[config.mk]
export PLATFORM = sky130hd
export DESIGN_NAME = vga_timing_gen
export DESIGN_NICKNAME = d
export VERILOG_FILES = /design/src/rtl/vga_timing_gen.sv
export SDC_FILE = /design/constraint.sdc
export NUM_CORES = 1
export LEC_CHECK = 0
export CELL_PAD_IN_SITES_DETAIL_PLACEMENT = 1
export CELL_PAD_IN_SITES_GLOBAL_PLACEMENT = 2
export CORE_MARGIN = 1
export CORE_UTILIZATION = 33
export CTS_CLUSTER_DIAMETER = 80
export DETAILED_ROUTE_END_ITERATION = 6
export GPL_ROUTABILITY_DRIVEN = 0
export PLACE_DENSITY = 0.81
export SYNTH_ARGS = -nofsm -noshare
export SYNTH_HDL_FRONTEND = slang
export SYNTH_SLANG_ARGS = --single-unit
[constraint.sdc]
create_clock -name pixel_clk -period 1.8 [get_ports pixel_clk]
set_input_delay 0.36 -clock pixel_clk [delete_from_list [all_inputs] [get_ports pixel_clk]]
set_output_delay 0.36 -clock pixel_clk [all_outputs]
set_load 0.01 [all_outputs]
[src/rtl/vga_timing_gen.sv]
// VGA raster timing generator: pixel/line counters feeding one registered
// output stage that carries sync, blanking, raster position and frame number.
module vga_timing_gen #(
    parameter int   H_ACTIVE = 640,
    parameter int   H_FP     = 16,
    parameter int   H_SYNC   = 96,
    parameter int   H_BP     = 48,
    parameter int   V_ACTIVE = 480,
    parameter int   V_FP     = 10,
    parameter int   V_SYNC   = 2,
    parameter int   V_BP     = 33,
    parameter logic HS_POL   = 1'b1,
    parameter logic VS_POL   = 1'b1,
    parameter int   CW       = 10
) (
    input  logic          pixel_clk,
    input  logic          rst_n,
    input  logic          en,
    input  logic          sync_rst,
    output logic          hsync,
    output logic          vsync,
    output logic          de,
    output logic [CW-1:0] x_count,
    output logic [CW-1:0] y_count,
    output logic          line_start,
    output logic          frame_start,
    output logic [7:0]    frame_count
);

    localparam int H_TOTAL = H_ACTIVE + H_FP + H_SYNC + H_BP;
    localparam int V_TOTAL = V_ACTIVE + V_FP + V_SYNC + V_BP;

    localparam logic [CW-1:0] H_LAST = CW'(H_TOTAL - 1);
    localparam logic [CW-1:0] V_LAST = CW'(V_TOTAL - 1);

    // Region bounds carry one extra bit: a sync end can equal 2^CW when the porch is zero.
    localparam logic [CW:0] H_DE_END = (CW+1)'(H_ACTIVE);
    localparam logic [CW:0] H_SY_BEG = (CW+1)'(H_ACTIVE + H_FP);
    localparam logic [CW:0] H_SY_END = (CW+1)'(H_ACTIVE + H_FP + H_SYNC);
    localparam logic [CW:0] V_DE_END = (CW+1)'(V_ACTIVE);
    localparam logic [CW:0] V_SY_BEG = (CW+1)'(V_ACTIVE + V_FP);
    localparam logic [CW:0] V_SY_END = (CW+1)'(V_ACTIVE + V_FP + V_SYNC);

    logic [CW-1:0] r_hc;
    logic [CW-1:0] r_vc;
    logic [7:0]    r_frame_num;

    logic [CW-1:0] w_hc_next;
    logic [CW-1:0] w_vc_next;
    logic          w_h_last;
    logic          w_v_last;
    logic          w_hs_act;
    logic          w_vs_act;
    logic          w_de_act;
    logic          w_at_line;
    logic          w_at_origin;

    always_comb begin
        w_h_last    = (r_hc == H_LAST);
        w_v_last    = (r_vc == V_LAST);
        w_hc_next   = w_h_last ? '0 : r_hc + CW'(1);
        w_vc_next   = w_v_last ? '0 : r_vc + CW'(1);
        w_hs_act    = ({1'b0, r_hc} >= H_SY_BEG) && ({1'b0, r_hc} < H_SY_END);
        w_vs_act    = ({1'b0, r_vc} >= V_SY_BEG) && ({1'b0, r_vc} < V_SY_END);
        w_de_act    = ({1'b0, r_hc} < H_DE_END) && ({1'b0, r_vc} < V_DE_END);
        w_at_line   = (r_hc == '0);
        w_at_origin = w_at_line && (r_vc == '0);
    end

    // Restart wins over a simultaneous frame wrap, so the frame number never bumps on it.
    always_ff @(posedge pixel_clk or negedge rst_n) begin
        if (!rst_n) begin
            r_hc        <= '0;
            r_vc        <= '0;
            r_frame_num <= '0;
        end else if (sync_rst) begin
            r_hc <= '0;
            r_vc <= '0;
        end else if (en) begin
            r_hc <= w_hc_next;
            if (w_h_last) begin
                r_vc <= w_vc_next;
                if (w_v_last) begin
                    r_frame_num <= r_frame_num + 8'd1;
                end
            end
        end
    end

    // Output stage samples the pre-advance counters; pulses are re-evaluated every edge.
    always_ff @(posedge pixel_clk or negedge rst_n) begin
        if (!rst_n) begin
            x_count     <= '0;
            y_count     <= '0;
            hsync       <= ~HS_POL;
            vsync       <= ~VS_POL;
            de          <= 1'b0;
            line_start  <= 1'b0;
            frame_start <= 1'b0;
            frame_count <= '0;
        end else begin
            line_start  <= en & w_at_line;
            frame_start <= en & w_at_origin;
            if (en) begin
                x_count     <= r_hc;
                y_count     <= r_vc;
                hsync       <= w_hs_act ? HS_POL : ~HS_POL;
                vsync       <= w_vs_act ? VS_POL : ~VS_POL;
                de          <= w_de_act;
                frame_count <= r_frame_num;
            end
        end
    end

endmodule
# After elaboration in Yosys (flattened, before gate mapping)
# Cells that the tools add are included.
dict set report classes {
  n_addsub 3
  n_lt_le_gt_ge 6
  eq_ne 2
  muxes 9
  bitwise 3
  n_reduce_logical 10
}
# operator count
set op_table {}
lappend op_table {{two-way mux 10 bit} 7}
lappend op_table {{adder 10 x 1 -> 10 bit, second input constant} 2}
lappend op_table {{== test 10 bit, second input constant} 2}
lappend op_table {{zero test 10 bit} 2}
lappend op_table {{< comparator 10 bit, second input constant} 2}
lappend op_table {{< comparator 10 x 9 -> 1 bit, second input constant} 2}
lappend op_table {{greater-or-equal comparator 10 bit, second input constant} 1}
lappend op_table {{greater-or-equal comparator 10 x 9 -> 1 bit, second input constant} 1}
lappend op_table {{adder 8 x 1 -> 8 bit, second input constant} 1}
lappend op_table {{logical AND 1 bit} 4}
lappend op_table {{AND reduction 4 bit} 1}
lappend op_table {{nonzero test 2 bit} 2}
lappend op_table {{bitwise AND 1 bit} 2}
lappend op_table {{two-way mux 1 bit} 2}
lappend op_table {{AND reduction 2 bit} 1}
lappend op_table {{NOT 1 bit} 1}
dict set report word_totals {
  ff_bits 61
  inputBits 4
  out_inout_bits 33
  elab_cells 44
}

# Longest topological paths before layout
dict set report depth {
  word_depth 5
  ltp_mapped 6
  depth_no_buf 6
}

# Least setup slack after synthesis
# No wires, ideal clock.
dict set report synth_timing {
  path_kind {register -> register}
  start {reg r_hc[7]}
  end {reg r_vc[8]}
  setup_time_ps 125
  t_arrival_ps 1633
  required_ps 1675
  path_slack_ps 42
  stages_incl_launch_ff 7
  path_buffers 2
  period_less_slack_ps 1758
  cell_sequence {dfrtp_1 > buf_6 > nor4b_4 > nand3_2 > buf_2 > nor3_1 > mux2_2}
}
dict set report synth_via {
  elab_chain_cells 3
}
# item line_no
set synth_rtl {}
lappend synth_rtl {{from (decl)} 44} ;# logic [CW-1:0] r_hc;
lappend synth_rtl {{from (signal assigned)} 80} ;# r_hc <= w_hc_next;
lappend synth_rtl {{== test 10 bit} 59} ;# w_h_last = (r_hc == H_LAST);
lappend synth_rtl {{nonzero test 2 bit (no line)} --}
lappend synth_rtl {{AND reduction 2 bit (no line)} --}
lappend synth_rtl {{to (signal assigned)} 82} ;# r_vc <= w_vc_next;
lappend synth_rtl {{to (decl)} 45} ;# logic [CW-1:0] r_vc;
# No other way between the ends.
# A chain may end at the register's enable or synchronous reset.

# Worst setup path after layout
dict set report layout_timing {
  start {reg r_hc[0]}
  end {reg r_frame_num[1]}
}
dict set report layout_via {
  elab_chain_cells 2
}
# item line_no
set layout_rtl {}
lappend layout_rtl {{== test 10 bit} 59}
lappend layout_rtl {{AND reduction 4 bit (no line)} --}
lappend layout_rtl {{to (signal assigned)} 84} ;# r_frame_num <= r_frame_num + 8'd1;
lappend layout_rtl {{to (decl)} 46} ;# logic [7:0] r_frame_num;
# No other way between the ends.

==> out/results.ini <==
[cts]
cts.sinks=61
path_clk_slew_ns=0.07
clockBufferDepth=2
numCtsBuffers=9
clockRootBuffer=clkbuf_8
hold_buffers=0
clk_latency_ns=0.35
cts_tree=yes
cts_max_level=3

[routing]
dr_wl_met2_um=3540
routed_via_density=5.18
via_count=2211
detail_route.wl_per_cell_um=16.4
wl_met1_um=3080
drcViolationCount=0
met3_length_um=227
drt_iter0_drc=40
wl_um=7000
firstDrtPassIters=6
routed.top_layer=met4
final_antenna_net_count=0

[critical_path]
setup.worst_path.start_class=flop
timing.critical_path.buf_inv=1
r2r-end=r_frame_num[1]
slowest_stage=dfrtp_1
path_cells=ha_1 -> and3_4 -> buf_4 -> and3_1 -> nand3_1 -> mux2_2
critPathRequiredTime_ns=2.04
r2r_start=r_hc[0]
crit_family=simple AND/OR/NAND/NOR gates
reg2reg_depth=6
slowest_delay_ns=0.40
crit_type=flop to flop
arrival_ns=1.93
r2r_slack_ns=0.10
crit_fanout=4
end_kind=flop

[floorplan]
fp.coreArea_um2=8260
die_x_um=94.4
dieArea_um2=8910
initial_core_util=0.341
die_y_um=94.4
pin_count=37
rows=33

[synthesis]
yosysMostFrequentCell=dfrtp_1
ys_top_cells_by_count=dfrtp_1 (61), mux2_2 (34), nor2_1 (13)
yosysSeqAreaShare=0.542
async_reset_ff_frac=1.00
yosysWarnings=0
netlist_area_um2=2820
ys_ff_latch=61
synth_largest_area_cell=dfrtp_1
synth_nets=247
synth_cell_types=44
yosysTopAreaCellShare=0.542
synth.avg_cell_area_um2=11.9
synth_edf_count=0
synthFlopType=dfrtp_1
synth.top_cells.by_area=dfrtp_1 (54%), mux2_2 (14%), ha_1 (2.7%), xor2_1 (2.5%), nand4_1 (2.0%)
netlist_instances=237

[pwr]
switching_share=0.224
seqPwrFrac=0.467
clkPwrFrac=0.467
ir_drop_uv=373
p_total_w=0.00301
power.leakage_nw=1.81
share_comb_of_total_power=0.066
power.net_switching_w=0.000673
cellPowerDensity_nw_per_um2=784
p_int_w=0.00234

[sta]
final_max_slew_viol_count=0
finalCritPeriodShare=0.942
worstMarginPinSlew_ns=0.407
min_period_ns=1.70
rsz0062_at_grt=false
hold_viol=0
hold_ws_ns=0.0110
max_freq_ghz=0.590
maxSlewHeadroom=0.729
timing.clock.skew_ns=0.00629
setup_viol=0

[grt]
grt_usage=0.177
overflow=0
grt_pass1_wl_um=11600
antenna_found_initial=0
grt_max_degree=62
grt_pass1_vias=2255

[cells_and_area]
antenna_cells=0
fill_cells=902
final_cells=427
area_growth_pct=36.2
finalNetCount=327
drive_gt1_frac=0.304

[placed_design]
dp_hpwl_um=5020
io_buffers=36
dp.cells=411

[min_path]
hold_path.class=input port to asynchronous set/reset pin

[outcome]
outcome=complete, no violations

[flow_run]
cap_violations=0

-- placed cells by master, fill, tap and decap left out, types with 9 or more instances in the layout --
cell and n:
buf_4 42, clkbuf_8 11, clkdlybuf4s50_1 34, dfrtp_1 61, mux2_2 34, nand4_1 9
nor2_1 13, nor3_1 9
-- worst max-delay path by stage --
stage	start	slack (ns)	cells past startpoint	end
3_3_place_gp	en	-0.29	5	r_vc[9]
5_1_grt	r_vc[3]	0.002	4	r_vc[9]
3_5_place_dp	en	-0.34	5	r_vc[9]
4_1_cts	r_hc[0]	0.03	5	r_vc[9]
6_report	r_hc[0]	0.10	6	r_frame_num[1]
2_1_floorplan	r_hc[7]	0.04	6	r_vc[8]
-- stage by stage --
| step | instance area (um^2) | utilization | setup WS (ns) | TNS [ns] |
|---|---|---|---|---|
| 2_1_floorplan | 2820 | - | 0.0425 | 0 |
| 3_3_place_gp | 3590 | 0.435 | -0.295 | -6.36 |
| 3_5_place_dp | 3590 | 0.435 | -0.344 | -8.26 |
| 4_1_cts | 3830 | 0.463 | 0.0272 | 0 |
| 5_1_grt | 3840 | 0.465 | 0.00217 | 0 |
| 6_report | 3840 | 0.465 | 0.105 | 0 |
-- flip-flops by register name, summed over array words and instances, names as in the netlist --
register	count
r_hc	10
r_vc	10
x_count	10
y_count	10
frame_count	8
r_frame_num	8
de	1
frame_start	1
hsync	1
line_start	1
vsync	1
-- power by group through the flow --
stage | clock [W] | sequential (W) | combinational [W]
floorplan | 0 | 0.00144 | 0.0000718
detailed placement | 0 | 0.00143 | 0.000203
global placement | 0 | 0.00143 | 0.000196
global route | 0.00149 | 0.00141 | 0.000221
finish | 0.00140 | 0.00141 | 0.000199
CTS | 0.00143 | 0.00141 | 0.000205
-- metal layers --
layer,up-vias,track usage
li1,1023,-
met1,1129,0.220
met2,46,0.297
met3,13,0.0314
met4,0,0.0846
met5,-,0
-- logic make-up after synthesis --
group / count (synthesis) / synth area share
buf+inv: 18 / 0.0275
fa+ha+maj: 6 / 0.0266
xor+xnor: 13 / 0.0404
compound gates: 25 / 0.0608
flops: 61 / 0.542
mux: 35 / 0.139
simple gates: 79 / 0.163
-- area by class of cell --
| type | instances | area (um^2) | area share |
|---|---|---|---|
| clock buffer | 12 | 155 | 0.0404 |
| clock inverter | 4 | 70.1 | 0.0183 |
| inverter | 8 | 30.0 | 0.00783 |
| multi-input combinational | 158 | 1230 | 0.321 |
| sequential | 61 | 1530 | 0.398 |
| tap | 105 | 131 | 0.0342 |
| timing repair buffer | 79 | 693 | 0.181 |
-- repair_timing --
item | in CTS | in global routing
buffers inserted | 0 | 0
endpoints found under the setup margin | 1 | 7
pin swaps | 0 | 1
gates resized for setup | 2 | 3
Note: power is estimated with default switching activity, not from simulation.
==> variant: new RTL, same flow settings <==
Change the parameter `VS_POL` from 1'b1 to 1'b0.
--- a/src/rtl/vga_timing_gen.sv
+++ b/src/rtl/vga_timing_gen.sv
@@ -10,7 +10,7 @@
     parameter int   V_SYNC   = 2,
     parameter int   V_BP     = 33,
     parameter logic HS_POL   = 1'b1,
-    parameter logic VS_POL   = 1'b1,
+    parameter logic VS_POL   = 1'b0,
     parameter int   CW       = 10
 ) (
     input  logic          pixel_clk,
Check against the original RTL: not equivalent (Yosys sat finds a counterexample within 4 cycles, from zero or initial values and one cycle with rst_n low).
==> variant against the unedited design <==
The flow now finishes with violations (negative setup slack); routed wire length is 3.3% higher; area after synthesis increased by 1.3%; final area increased by 1.6%; sequential cell count unchanged; critical path depth stayed put; setup slack got worse by 380 ps; first-iteration DRC count rose to 2.7 times the old value; power shrank 14%; non-clock buffer count grew 6; highest routed layer unchanged; die area is 1.3% higher.
==> variant: results (changes against the unedited design) <==
timing:
  setup_ws_ps: -275.1  # was 104.9 ps
  finalClockSkew_ps: 9.104  # was 6.292 ps
  setup_tns_ps: -4028  # was 0 ps
  hold_ws_ps: 11.27  # was 10.99 ps
  setup_violations: 18  # was 0
  slew_violations: 0  # unchanged
  slew_headroom_pct: 57.51  # was 72.86%
setup_path:
  cp_slowest_cell: "or4b_4"  # was dfrtp_1
  path_max_fanout: 3  # was 4
  slowest_delay_ps: 470  # was 400 ps
  cp_data_arrival_time_ps: 2290  # was 1930 ps
clock_network:
  cts_setup_buffers: 5  # was 0
  cts_resized: 12  # was 2
  clock_path_buffers: 2  # unchanged
  clock_latency_ps: 330  # was 350 ps
  clk_pin_slew_worst_paths_ps: 70  # about the same
global_routing:
  grt_max_degree: 62  # unchanged
  grt_pass1_vias: 2381  # was 2,255
  grt_usage_pct: 17.99  # was 17.70%
  antenna_found_initial: 0  # unchanged
  grt_pass1_wl_um: 12180  # was 11,650 µm
power:
  ir_drop_mv: 0.3490  # was 0.3733 mV
  p_sw_mw: 0.6303  # was 0.6726 mW
  p_clk_mw: 1.01  # was 1.40 mW
  p_leak_nw: 1.775  # was 1.810 nW
placed_design:
  dp_hpwl_um: 5097  # was 5023 µm
  preCtsSetupSlack_ps: -330.6  # was -344.1 ps
  dpl-instance-area_um2: 3602  # was 3592 µm²
routing:
  drt_pre_antenna_iters: 4  # was 6
  totalWireLength_um: 7228  # was 6998 µm
  dr.first_iter.drc_count: 107  # was 40
  vias: 2252  # was 2,211
synthesis:
  ys_top_cells_by_count: "dfrtp_1 (60), mux2_2 (28), nand3_1 (13)"  # was dfrtp_1 (61), mux2_2 (34), nor2_1 (13)
  synth_compound_area_share_pct: 8.943  # was 6.083%
  yosysSeqAreaShare_pct: 53.53  # was 54.17%
  synthTopCellsByArea: "dfrtp_1 (53%), mux2_2 (11%), ha_1 (2.6%), xnor2_1 (2.5%), nand3_1 (2.3%)"  # was dfrtp_1 (54%), mux2_2 (14%), ha_1 (2.7%), xor2_1 (2.5%), nand4_1 (2.0%)
  ys_types: 42  # was 44
  synth_top_area_share_pct: 52.61  # was 54.17%
  synthMuxAreaShare_pct: 11.44  # was 13.94%
  yosysWarnings: 0  # unchanged
  synth_nets: 259  # was 247
  synth_xor_area_share_pct: 3.376  # was 4.041%
  synthAdderAreaFrac_pct: 2.630  # was 2.664%
status:
  violations: "negative setup slack"
  status: "finished with violations"  # was finished, final reports clean
layout:
  fin_nets: 341  # was 327
  drive_gt1_share_pct: 34.23  # was 30.43%
  nFillCells: 895  # was 902
worst_hold_path:
  hold_class: "input pin to async pin"  # unchanged
-- variant: cell types whose count changed in the layout (fill, tap and decap cells not counted), sizes merged, moves of 4 or more --
cell	delta
a22o	+4
buf	+6
mux2	-5
nand3	+6
a21oi	+8
or3	+6
xor2	-5
o21ai	+5
nor2b	-5
-- variant: final timing paths --
check / depth (start not counted) / from / end
max: 6 / r_vc[0] / r_frame_num[1]
min: 2 / rst_n / x_count[2]
max reg2reg: 6 / r_vc[0] / r_frame_num[1]
min reg2reg: 2 / vsync / vsync
max in group asynchronous: 2 / rst_n / vsync
min in group pixel_clk: 3 / en / vsync
-- variant: cell type report --
class / instances / area (µm²) / share of cell area [%]
Timing Repair Buffer: 85 / 738.2 / 18.93
Sequential cell: 61 / 1528 / 39.17
Clock buffer: 11 / 131.4 / 3.369
Inverter: 8 / 30.03 / 0.7700
Multi-Input combinational cell: 166 / 1314 / 33.69
Tap cell: 105 / 131.4 / 3.369
Clock inverter: 5 / 27.53 / 0.7058
-- variant: metrics by stage --
step           cells  total power, mW
2_1_floorplan    249            1.493
3_3_place_gp     418            1.594
3_5_place_dp     418            1.597
4_1_cts          439            2.626
5_1_grt          441            2.709
6_report         441            2.590
-- variant: cells by family (layout without fill, tap and decap cells) --
group	Yosys count	in the layout
compound gates	39	39
xor+xnor	11	11
flops	61	61
mux	29	29
fa+ha+maj	6	6
simple gates	81	81
buf+inv	22	109
-- variant: worst reg2reg max path: cells and delay by family, from the launching register on --
kind | cells | cell delay (ps)
buffers and inverters | 1 | 90
adders and majority gates | 1 | 110
muxes | 1 | 310
DFF | 1 | 400
and+or+nand+nor | 3 | 1050
-- variant: routing by layer --
metal,GRT usage (%),vias up,share of wire (%)
li1,-,1062,-
met1,24.30,1146,47
met2,28.48,33,49
met3,4.106,11,2.7
met4,5.808,0,1.5
met5,0,-,0
